===== config.mk =====
export PLATFORM = sky130hd
export DESIGN_NAME = apb3_regfile_slave
export DESIGN_NICKNAME = d
export VERILOG_FILES = /design/src/rtl/apb_pkg.sv /design/src/rtl/apb3_wait_ctr.sv /design/src/rtl/apb3_regfile_slave.sv
export SDC_FILE = /design/constraint.sdc
export NUM_CORES = 1
export LEC_CHECK = 0
export BUFFER_PORTS_ARGS = -buffer_cell sky130_fd_sc_hd__buf_4
export CORE_AREA = 3 3 235 237
export CTS_CLUSTER_SIZE = 20
export DETAILED_ROUTE_END_ITERATION = 10
export DIE_AREA = 0 0 238 240
export GPL_TIMING_DRIVEN = 0
export PLACE_DENSITY = 0.6
export SYNTH_ARGS = -nofsm -noshare
export SYNTH_HDL_FRONTEND = slang
export SYNTH_HIERARCHICAL = 1
export SYNTH_SLANG_ARGS = --single-unit

===== constraint.sdc =====
create_clock -name pclk -period 2.98 [get_ports pclk]
set_clock_uncertainty 0.15 [all_clocks]
set_input_delay 0.298 -clock pclk [delete_from_list [all_inputs] [get_ports pclk]]
set_output_delay 0.298 -clock pclk [all_outputs]
set_load 0.01 [all_outputs]

===== src/rtl/apb_pkg.sv =====
// apb_pkg
//   Shared definitions for the APB3 register-file slave:
//   - apb_state_t     : transfer FSM states (IDLE, WAIT, DONE)
//   - APB_STRIDE      : byte distance between consecutive registers
//   - access_error()  : error-decode predicate for one access
//   - wait_cnt_width(): width of the wait-state down-counter (minimum 1)
package apb_pkg;

  typedef enum logic [1:0] {
    IDLE = 2'd0,
    WAIT = 2'd1,
    DONE = 2'd2
  } apb_state_t;

  localparam int APB_STRIDE = 4;

  // An access errors when it is not word aligned, targets a register that
  // does not exist, or tries to write a read-only register.
  function automatic logic access_error(
    input logic [1:0] byte_off,
    input logic       idx_valid,
    input logic       is_write,
    input logic       is_ro
  );
    return (byte_off != 2'b00) || !idx_valid || (is_write && is_ro);
  endfunction

  // A zero-wait-state build still instantiates a 1-bit counter so the
  // port widths never collapse to zero.
  function automatic int wait_cnt_width(input int wait_states);
    return (wait_states > 0) ? $clog2(wait_states + 1) : 1;
  endfunction

endpackage


===== src/rtl/apb3_wait_ctr.sv =====
// apb3_wait_ctr
//   Loadable down-counter that paces the wait states of one APB transfer.
//   Ports:
//     clk      : clock
//     reset    : synchronous, active-high reset (count -> 0)
//     load     : load load_val (has priority over dec)
//     load_val : value loaded on load
//     dec      : decrement by one; saturates at zero
//     zero     : high while the count is zero
module apb3_wait_ctr #(
  parameter int WIDTH = 1
) (
  input  logic             clk,
  input  logic             reset,
  input  logic             load,
  input  logic [WIDTH-1:0] load_val,
  input  logic             dec,
  output logic             zero
);

  logic [WIDTH-1:0] cnt_reg;

  always_ff @(posedge clk) begin
    if (reset) begin
      cnt_reg <= '0;
    end else if (load) begin
      cnt_reg <= load_val;
    end else if (dec && (cnt_reg != '0)) begin
      cnt_reg <= cnt_reg - WIDTH'(1);
    end
  end

  assign zero = (cnt_reg == '0);

endmodule


===== src/rtl/apb3_regfile_slave.sv =====
// apb3_regfile_slave
//   APB3 slave exposing NUM_REGS word-aligned 32-bit registers. Each register
//   is RW (stored here, visible on reg_out) or RO (value taken from reg_in).
//   Every transfer takes WAIT_STATES access cycles with pready low before the
//   completing cycle. Bad addresses, misaligned accesses and writes to RO
//   registers complete with pslverr=1 and have no side effects.
//   Ports:
//     pclk, reset             : clock, synchronous active-high reset
//     psel, penable, pwrite   : APB control
//     paddr, pwdata           : APB byte address, write data
//     prdata, pready, pslverr : APB response (non-zero only in DONE)
//     reg_in                  : hardware values for RO registers
//     reg_out                 : RW register contents (RO slices are 0)
//     wr_strobe, rd_strobe    : per-register pulse on write commit / read
module apb3_regfile_slave
  import apb_pkg::*;
#(
  parameter int                  ADDR_WIDTH  = 12,
  parameter int                  DATA_WIDTH  = 32,
  parameter int                  NUM_REGS    = 8,
  parameter int                  WAIT_STATES = 0,
  parameter logic [NUM_REGS-1:0] RO_MASK     = '0
) (
  input  logic                           pclk,
  input  logic                           reset,
  input  logic                           psel,
  input  logic                           penable,
  input  logic                           pwrite,
  input  logic [ADDR_WIDTH-1:0]          paddr,
  input  logic [DATA_WIDTH-1:0]          pwdata,
  output logic [DATA_WIDTH-1:0]          prdata,
  output logic                           pready,
  output logic                           pslverr,
  input  logic [NUM_REGS*DATA_WIDTH-1:0] reg_in,
  output logic [NUM_REGS*DATA_WIDTH-1:0] reg_out,
  output logic [NUM_REGS-1:0]            wr_strobe,
  output logic [NUM_REGS-1:0]            rd_strobe
);

  localparam int OFF_W    = $clog2(APB_STRIDE);
  localparam int IDX_W    = ADDR_WIDTH - OFF_W;
  localparam int CNT_W    = wait_cnt_width(WAIT_STATES);
  localparam int LOAD_VAL = (WAIT_STATES > 0) ? WAIT_STATES - 1 : 0;

  apb_state_t            state_reg;
  logic [IDX_W-1:0]      idx_reg;
  logic                  wr_reg;
  logic                  err_reg;
  logic [DATA_WIDTH-1:0] wdata_reg;
  logic [DATA_WIDTH-1:0] prdata_reg;
  logic                  pready_reg;
  logic                  pslverr_reg;
  logic [NUM_REGS-1:0]   rd_strobe_reg;

  logic                  setup;
  logic                  in_idle;
  logic [IDX_W-1:0]      paddr_idx;
  logic [IDX_W-1:0]      sel_idx;
  logic                  sel_wr;
  logic                  sel_err;
  logic                  dec_err;
  logic [NUM_REGS-1:0]   sel_hit;
  logic [NUM_REGS-1:0]   wr_hit;
  logic [DATA_WIDTH-1:0] rd_mux;
  logic                  go_done;
  logic                  cnt_load;
  logic                  cnt_dec;
  logic                  cnt_zero;
  logic                  wr_commit;

  assign setup     = psel && !penable;
  assign in_idle   = (state_reg == IDLE);
  assign paddr_idx = paddr[ADDR_WIDTH-1:OFF_W];

  // With zero wait states the DONE response is captured on the same edge
  // that accepts the setup, so in IDLE the decode must look at the live bus
  // rather than the latched copy.
  assign sel_idx = in_idle ? paddr_idx : idx_reg;
  assign sel_wr  = in_idle ? pwrite    : wr_reg;

  for (genvar gi = 0; gi < NUM_REGS; gi++) begin : g_hit
    assign sel_hit[gi] = (sel_idx == IDX_W'(gi));
    assign wr_hit[gi]  = (idx_reg == IDX_W'(gi));
  end

  // No hit bit set means the index is beyond the implemented registers.
  assign dec_err = access_error(paddr[OFF_W-1:0], |sel_hit, pwrite,
                                |(sel_hit & RO_MASK));
  assign sel_err = in_idle ? dec_err : err_reg;

  always_comb begin
    rd_mux = '0;
    for (int i = 0; i < NUM_REGS; i++) begin
      if (sel_hit[i]) begin
        rd_mux = RO_MASK[i] ? reg_in[i*DATA_WIDTH +: DATA_WIDTH]
                            : reg_out[i*DATA_WIDTH +: DATA_WIDTH];
      end
    end
  end

  // Next-step decisions shared by the FSM and the wait counter.
  always_comb begin
    go_done  = 1'b0;
    cnt_load = 1'b0;
    cnt_dec  = 1'b0;
    case (state_reg)
      IDLE: begin
        if (setup) begin
          if (WAIT_STATES == 0) go_done  = 1'b1;
          else                  cnt_load = 1'b1;
        end
      end
      WAIT: begin
        if (psel) begin
          if (cnt_zero) go_done = 1'b1;
          else          cnt_dec = 1'b1;
        end
      end
      default: ;
    endcase
  end

  apb3_wait_ctr #(
    .WIDTH(CNT_W)
  ) u_wait_ctr (
    .clk      (pclk),
    .reset    (reset),
    .load     (cnt_load),
    .load_val (CNT_W'(LOAD_VAL)),
    .dec      (cnt_dec),
    .zero     (cnt_zero)
  );

  always_ff @(posedge pclk) begin
    if (reset) begin
      state_reg     <= IDLE;
      idx_reg       <= '0;
      wr_reg        <= 1'b0;
      err_reg       <= 1'b0;
      wdata_reg     <= '0;
      prdata_reg    <= '0;
      pready_reg    <= 1'b0;
      pslverr_reg   <= 1'b0;
      rd_strobe_reg <= '0;
    end else begin
      // Response outputs are non-zero only for the single DONE cycle.
      pready_reg    <= 1'b0;
      pslverr_reg   <= 1'b0;
      prdata_reg    <= '0;
      rd_strobe_reg <= '0;
      if (go_done) begin
        pready_reg  <= 1'b1;
        pslverr_reg <= sel_err;
        if (!sel_wr && !sel_err) begin
          prdata_reg    <= rd_mux;
          rd_strobe_reg <= sel_hit;
        end
      end

      case (state_reg)
        IDLE: begin
          if (setup) begin
            idx_reg   <= paddr_idx;
            wr_reg    <= pwrite;
            wdata_reg <= pwdata;
            err_reg   <= dec_err;
            state_reg <= (WAIT_STATES == 0) ? DONE : WAIT;
          end
        end
        WAIT: begin
          if (!psel)         state_reg <= IDLE;
          else if (cnt_zero) state_reg <= DONE;
        end
        DONE:    state_reg <= IDLE;
        default: state_reg <= IDLE;
      endcase
    end
  end

  // A write lands only when the master completes the handshake in DONE.
  assign wr_commit = (state_reg == DONE) && psel && penable && wr_reg && !err_reg;
  assign wr_strobe = wr_commit ? wr_hit : '0;

  for (genvar gi = 0; gi < NUM_REGS; gi++) begin : g_reg
    if (RO_MASK[gi]) begin : g_ro
      assign reg_out[gi*DATA_WIDTH +: DATA_WIDTH] = '0;
    end else begin : g_rw
      logic [DATA_WIDTH-1:0] q_reg;
      always_ff @(posedge pclk) begin
        if (reset) begin
          q_reg <= '0;
        end else if (wr_commit && wr_hit[gi]) begin
          q_reg <= wdata_reg;
        end
      end
      assign reg_out[gi*DATA_WIDTH +: DATA_WIDTH] = q_reg;
    end
  end

  assign prdata    = prdata_reg;
  assign pready    = pready_reg;
  assign pslverr   = pslverr_reg;
  assign rd_strobe = rd_strobe_reg;

endmodule


Word level (Yosys, flattened, before mapping)
Index checks and enable logic that the tools add are counted.
- add/subtract/negate cells: 1
- multipliers: 0
- divide/modulo/power cells: 0
- $lt $le $gt $ge: 0
- eq/ne operators: 18
- shift operators: 0
- muxes and demuxes: 24
- bitwise operators: 2
- reductions and logical operators: 30
- operators by type and width (operator ; count):
    $mux 32 ; 8
    $eq 10x3->1 const B ; 8
    $eq 10x2->1 const B ; 4
    $eq 10x1->1 const B ; 2
    $logic_not 10->1 ; 2
    $logic_and 1x1->1 ; 15
    $mux 10 ; 1
    $mux 1 ; 9
    $mux 8 ; 1
    $reduce_or 8->1 ; 1
    $mux 2 ; 3
    $logic_not 1->1 ; 5
    $pmux 2 s2 ; 1
    $reduce_and 2->1 ; 2
    $ne 3x3->1 const B ; 1
    $reduce_or 3->1 ; 1
    $eq 2x1->1 const B ; 1
    $eq 2x2->1 const B ; 1
    $logic_not 2->1 ; 1
    $ne 2x2->1 const B ; 1
    $not 1->1 ; 2
    $pmux 1 s2 ; 1
    $reduce_bool 2->1 ; 1
    $reduce_or 2->1 ; 1
    2 further kinds ; 2
- flip-flop bits (word level): 345
- bits in latches: 0
- RAM bits: 0
- bits in read-only memories: 0
- input port bits: 305
- output and inout port bits: 306
- logic and storage cells: 93
- memories: 0

Logic depth before layout (Yosys ltp)
- depth after elaboration: 11
- depth in mapped cells: 10

Worst setup path after synthesis
No wires, ideal clock.
- path kind: reg-to-reg
- start point: register idx_reg[4]
- end point: register prdata_reg[7] (netlist: prdata[7])
- setup time: 86 ps
- data arrival time: 2056 ps
- required time: 2744 ps
- slack: 688 ps
- cell stages (with the launch flop): 8
- cells stage by stage: dfxtp_1 -> nor4_4 -> a32oi_4 -> nor4_4 -> buf_2 -> a22o_1 -> o221ai_1 -> a221oi_2
- cells in the longest elaborated chain, start to end: 10
- ends and longest elaborated chain (element ; line ; source):
    from (decl) ; apb3_regfile_slave.sv:46 ; logic [IDX_W-1:0] idx_reg;
    from (signal assigned) ; apb3_regfile_slave.sv:163 ; idx_reg <= paddr_idx;
    $mux 10 (*) ; apb3_regfile_slave.sv:78 ; assign sel_idx = in_idle ? paddr_idx : idx_reg;
    $logic_not 10->1 (tied with other cells) ; apb3_regfile_slave.sv:82 ; assign sel_hit[gi] = (sel_idx == IDX_W'(gi));
    $mux 32 or $reduce_or 8->1 (tied branches) ; apb3_regfile_slave.sv:94, apb3_regfile_slave.sv:87 ;
    $mux 32 or $logic_not 1->1 (tied branches) ; apb3_regfile_slave.sv:94, apb_pkg.sv:25 ;
    $mux 32 or $logic_or 1x1->1 (tied branches) ; apb3_regfile_slave.sv:94, apb_pkg.sv:25 ;
    $mux 32 or $mux 1 (tied branches) ; apb3_regfile_slave.sv:94, apb3_regfile_slave.sv:89 ;
    $mux 32 or $logic_not 1->1 (tied branches) ; apb3_regfile_slave.sv:94, apb3_regfile_slave.sv:154 ;
    $mux 32 or $logic_and 1x1->1 (tied branches) ; apb3_regfile_slave.sv:94, apb3_regfile_slave.sv:154 ;
    $mux 32 or $not 1->1 (tied branches) ; n/a ;
    $mux 32 or $reduce_or 3->1 (tied branches) ; n/a ;
    to (signal assigned) ; apb3_regfile_slave.sv:155 ; prdata_reg <= rd_mux;
    to (decl) ; apb3_regfile_slave.sv:50 ; logic [DATA_WIDTH-1:0] prdata_reg;
Mark *: on every way between the ends. The rest lies on a longest branch, timed or not.
A chain may end at the register's enable or synchronous reset.

Final worst setup path
- start point: register idx_reg[7]
- end point: register g_reg[5].g_rw.q_reg[22]
- cells in the longest elaborated chain, start to end: 2
- ends and longest elaborated chain (element ; line ; source):
    $eq 10x3->1 ; apb3_regfile_slave.sv:83 ; assign wr_hit[gi] = (idx_reg == IDX_W'(gi));
    $logic_and 1x1->1 ; apb3_regfile_slave.sv:192 ; end else if (wr_commit && wr_hit[gi]) begin
    to (signal assigned) ; apb3_regfile_slave.sv:193 ; q_reg <= wdata_reg;
    to (decl) ; apb3_regfile_slave.sv:188 ; logic [DATA_WIDTH-1:0] q_reg;
No other way between the ends.

==> out/qor.csv <==
metric,value,unit
start_util,26.4,%
cts_tree,built,
max_freq,331,MHz
final_common_cell,nand2_1,
violations,setup timing,
r2r_cells,7,
end_kind,register,
n_antenna_cell,0,
cap_violations,0,
finish.utilization,36.9,%
synthTopCellsByArea,"dfxtp_1 (49%), nand2_1 (19%), a21oi_1 (12%)",
final_nets,2595,
swShare,24.5,%
period_minus_slack,3.02,ns
cp_max_fo,10,
wl,73.7,mm
cts_root_buf,clkbuf_16,
hold_path.startpoint,penable,
slowest_delay,0.86,ns
pre_cts_slack,-0.810,ns
ys_ff_latch,343,
antenna_found_initial,0,
placed_cells,2887,
final_cells,3016,
track_usage,24.7,%
mostFrequentLayoutCells,"nand2_1 (701), buf_4 (371), dfxtp_1 (343), a21oi_1 (334), clkbuf_1 (119)",
drcViolationCount,0,
die_w,238,um
fillers,5600,
grt_setup_unrepaired,yes,
clkSinkCount,343,
power,10.4,mW
ant_nets,0,
area_growth_syn_to_layout,39.6,%
largest_register_ffs,256,
first_pass_iters,6,
yosys_most_used_dff,dfxtp_1,
synth.distinct_cells,49,
async_reset_ff_share,0,%
crit_required,3.33,ns
viasPerCell,5.16,
worst_slack,-0.0436,ns
powerDensity,526,mW/mm^2
slew_violations,0,
drt_iter0_drc,1708,
worst-endpoint-arrival,3.37,ns
dieArea,0.0571,mm^2
yosysWarnings,6,
insertion_delay,0.58,ns
worst_setup_path_start_kind,register,
wl_per_cell,24.4,um
tightestPinTransition,1.06,ns
leakage,7.38,nW
hold_class,in2reg,
clk_path_buf_depth,3,
cts_max_level,2,
grt_pass1_wl,103,mm
ys_seq_area_share,48.6,%
syn_area,0.0141,mm^2
ios,611,
final.setup.tns,-0.588,ns
setup_viol,37,
synth_top_cell_area_share,48.6,%
io_buffer_count,353,
p_clk_share,49.7,%
p_int,7.83,mW
relSlewSlack,29.0,%
synth.largest_area_cell,dfxtp_1,
dieHeight,240,um
reg2reg_to,g_reg[5].g_rw.q_reg[22],
dp_hpwl,58.7,mm
std_cell_rows,85,
grt-ovfl-total,0,
grt_max_degree,13,
p_sw,2.55,mW
power_frac_seq,44.6,%
min_path_cells,5,
synth_cells,1838,
combPwrFrac,5.7,%
hold_viol,0,
syn_avg_cell_area,7.69,um^2
drive_above_1_share,23.0,%
status,"complete, but fails checks",
critical_path_class,reg2reg,
cts.clk_slew.worst_paths,0.06,ns
via_count,15600,
synth-edff-count,0,
irDropWorstVdd,0.000394,V
rrSetupSlack,-0.04,ns
hold-path-endpoint,wdata_reg[2],
cts-buffers-inserted,42,
slowest_stage,nor3_2,
r2r-start,idx_reg[7],
syn_nets,2143,
grt_pass1_vias,14500,
crit_path_cell_trace,nor4_4 > buf_4 > nand4_1 > nor3_2 > clkbuf_1 > nand2_1 > a21oi_1,
finalCritPeriodShare,101,%
core_area,0.0535,mm^2
place_congestion,0.920,
-- worst max-delay path by stage --
stage / slack (ns) / from / depth (start not counted) / endpoint
floorplan: 0.69 / idx_reg[4] / 7 / prdata[7]
global placement: -0.82 / paddr[6] / 7 / prdata[3]
detailed placement: -0.81 / paddr[6] / 7 / prdata[3]
CTS: 0.002 / idx_reg[7] / 9 / prdata[3]
global route: -0.16 / idx_reg[7] / 7 / g_reg[1].g_rw.q_reg[30]
finish: -0.04 / idx_reg[7] / 7 / g_reg[5].g_rw.q_reg[22]
-- layer usage --
| layer | part of all wire (%) | global-route usage (%) | vias up |
|---|---|---|---|
| li1 | - | - | 7117 |
| met1 | 43 | 33.7 | 7387 |
| met3 | 13 | 9.31 | 130 |
| met4 | 3.2 | 7.81 | 0 |
| met5 | 0 | 0 | - |
| met2 | 41 | 36.0 | 936 |
-- synth_stat cells, types with 4 or more instances --
master,number
a2bb2oi_1,14
a211oi_1,8
dfxtp_1,343
nor3_1,10
o21a_1,9
nor2_1,31
buf_4,4
o221ai_1,16
mux2i_1,32
clkbuf_1,133
a21oi_1,334
nand3_1,5
a31oi_1,16
buf_1,7
buf_2,25
o21ai_1,8
a221oi_1,15
nor4_4,5
a22o_1,13
or3_1,7
o21ai_0,38
a221oi_2,10
o22ai_1,7
nand2_1,701
nand4_1,5
-- layout make-up --
type	count	area [um^2]	share of cell area, %
sequential	343	6870	34.8
buffer	171	747	3.79
inverter	2	7.51	0.0381
timing repair buffer	408	3180	16.1
tap	696	871	4.42
clock inverter	17	163	0.825
clock buffer	57	1210	6.13
multi-input combinational	1322	6670	33.8
-- power groups by stage --
| stage | registers (mW) | clock network (mW) | logic (mW) |
|---|---|---|---|
| after floorplan | 4.73 | 0 | 0.272 |
| after global placement | 4.73 | 0 | 0.505 |
| after detailed placement | 4.73 | 0 | 0.511 |
| after CTS | 4.63 | 5.20 | 0.571 |
| after global routing | 4.63 | 5.37 | 0.625 |
| final | 4.63 | 5.15 | 0.590 |
-- critical path: cells and delay by family (launching register included) --
family	cells	cell delay, ns
AOI/OAI and AO/OA	1	0.17
buffers and inverters	2	0.71
DFF	1	0.34
and+or+nand+nor	4	1.57
-- what timing repair did --
action / CTS / global route
pin swaps: 4 / 5
buffers inserted: 3 / 9
hold buffers: 43 / 0
endpoints found under the setup margin: 157 / 173
endpoints found under the hold margin: 43 / 0
gates resized for setup: 34 / 24
-- logic make-up (layout without fill, tap and decap cells) --
group,count (synthesis),in the layout,share of synthesized area (%)
AND/OR/NAND/NOR,786,786,22.6
AO/OA/AOI/OAI,499,499,20.9
flip-flops,343,343,48.6
buffers and inverters,173,655,5.03
multiplexers,37,37,2.82
-- through the flow --
| stage | hold WS (ns) | cell area (um^2) |
|---|---|---|
| after global placement | 0.304 | 17700 |
| after floorplan | 0.284 | 14100 |
| after global routing | 0.120 | 19700 |
| after CTS | 0.0846 | 19600 |
| final | 0.122 | 19700 |
| after detailed placement | 0.312 | 17700 |
Power figures use the tool's default switching activity.
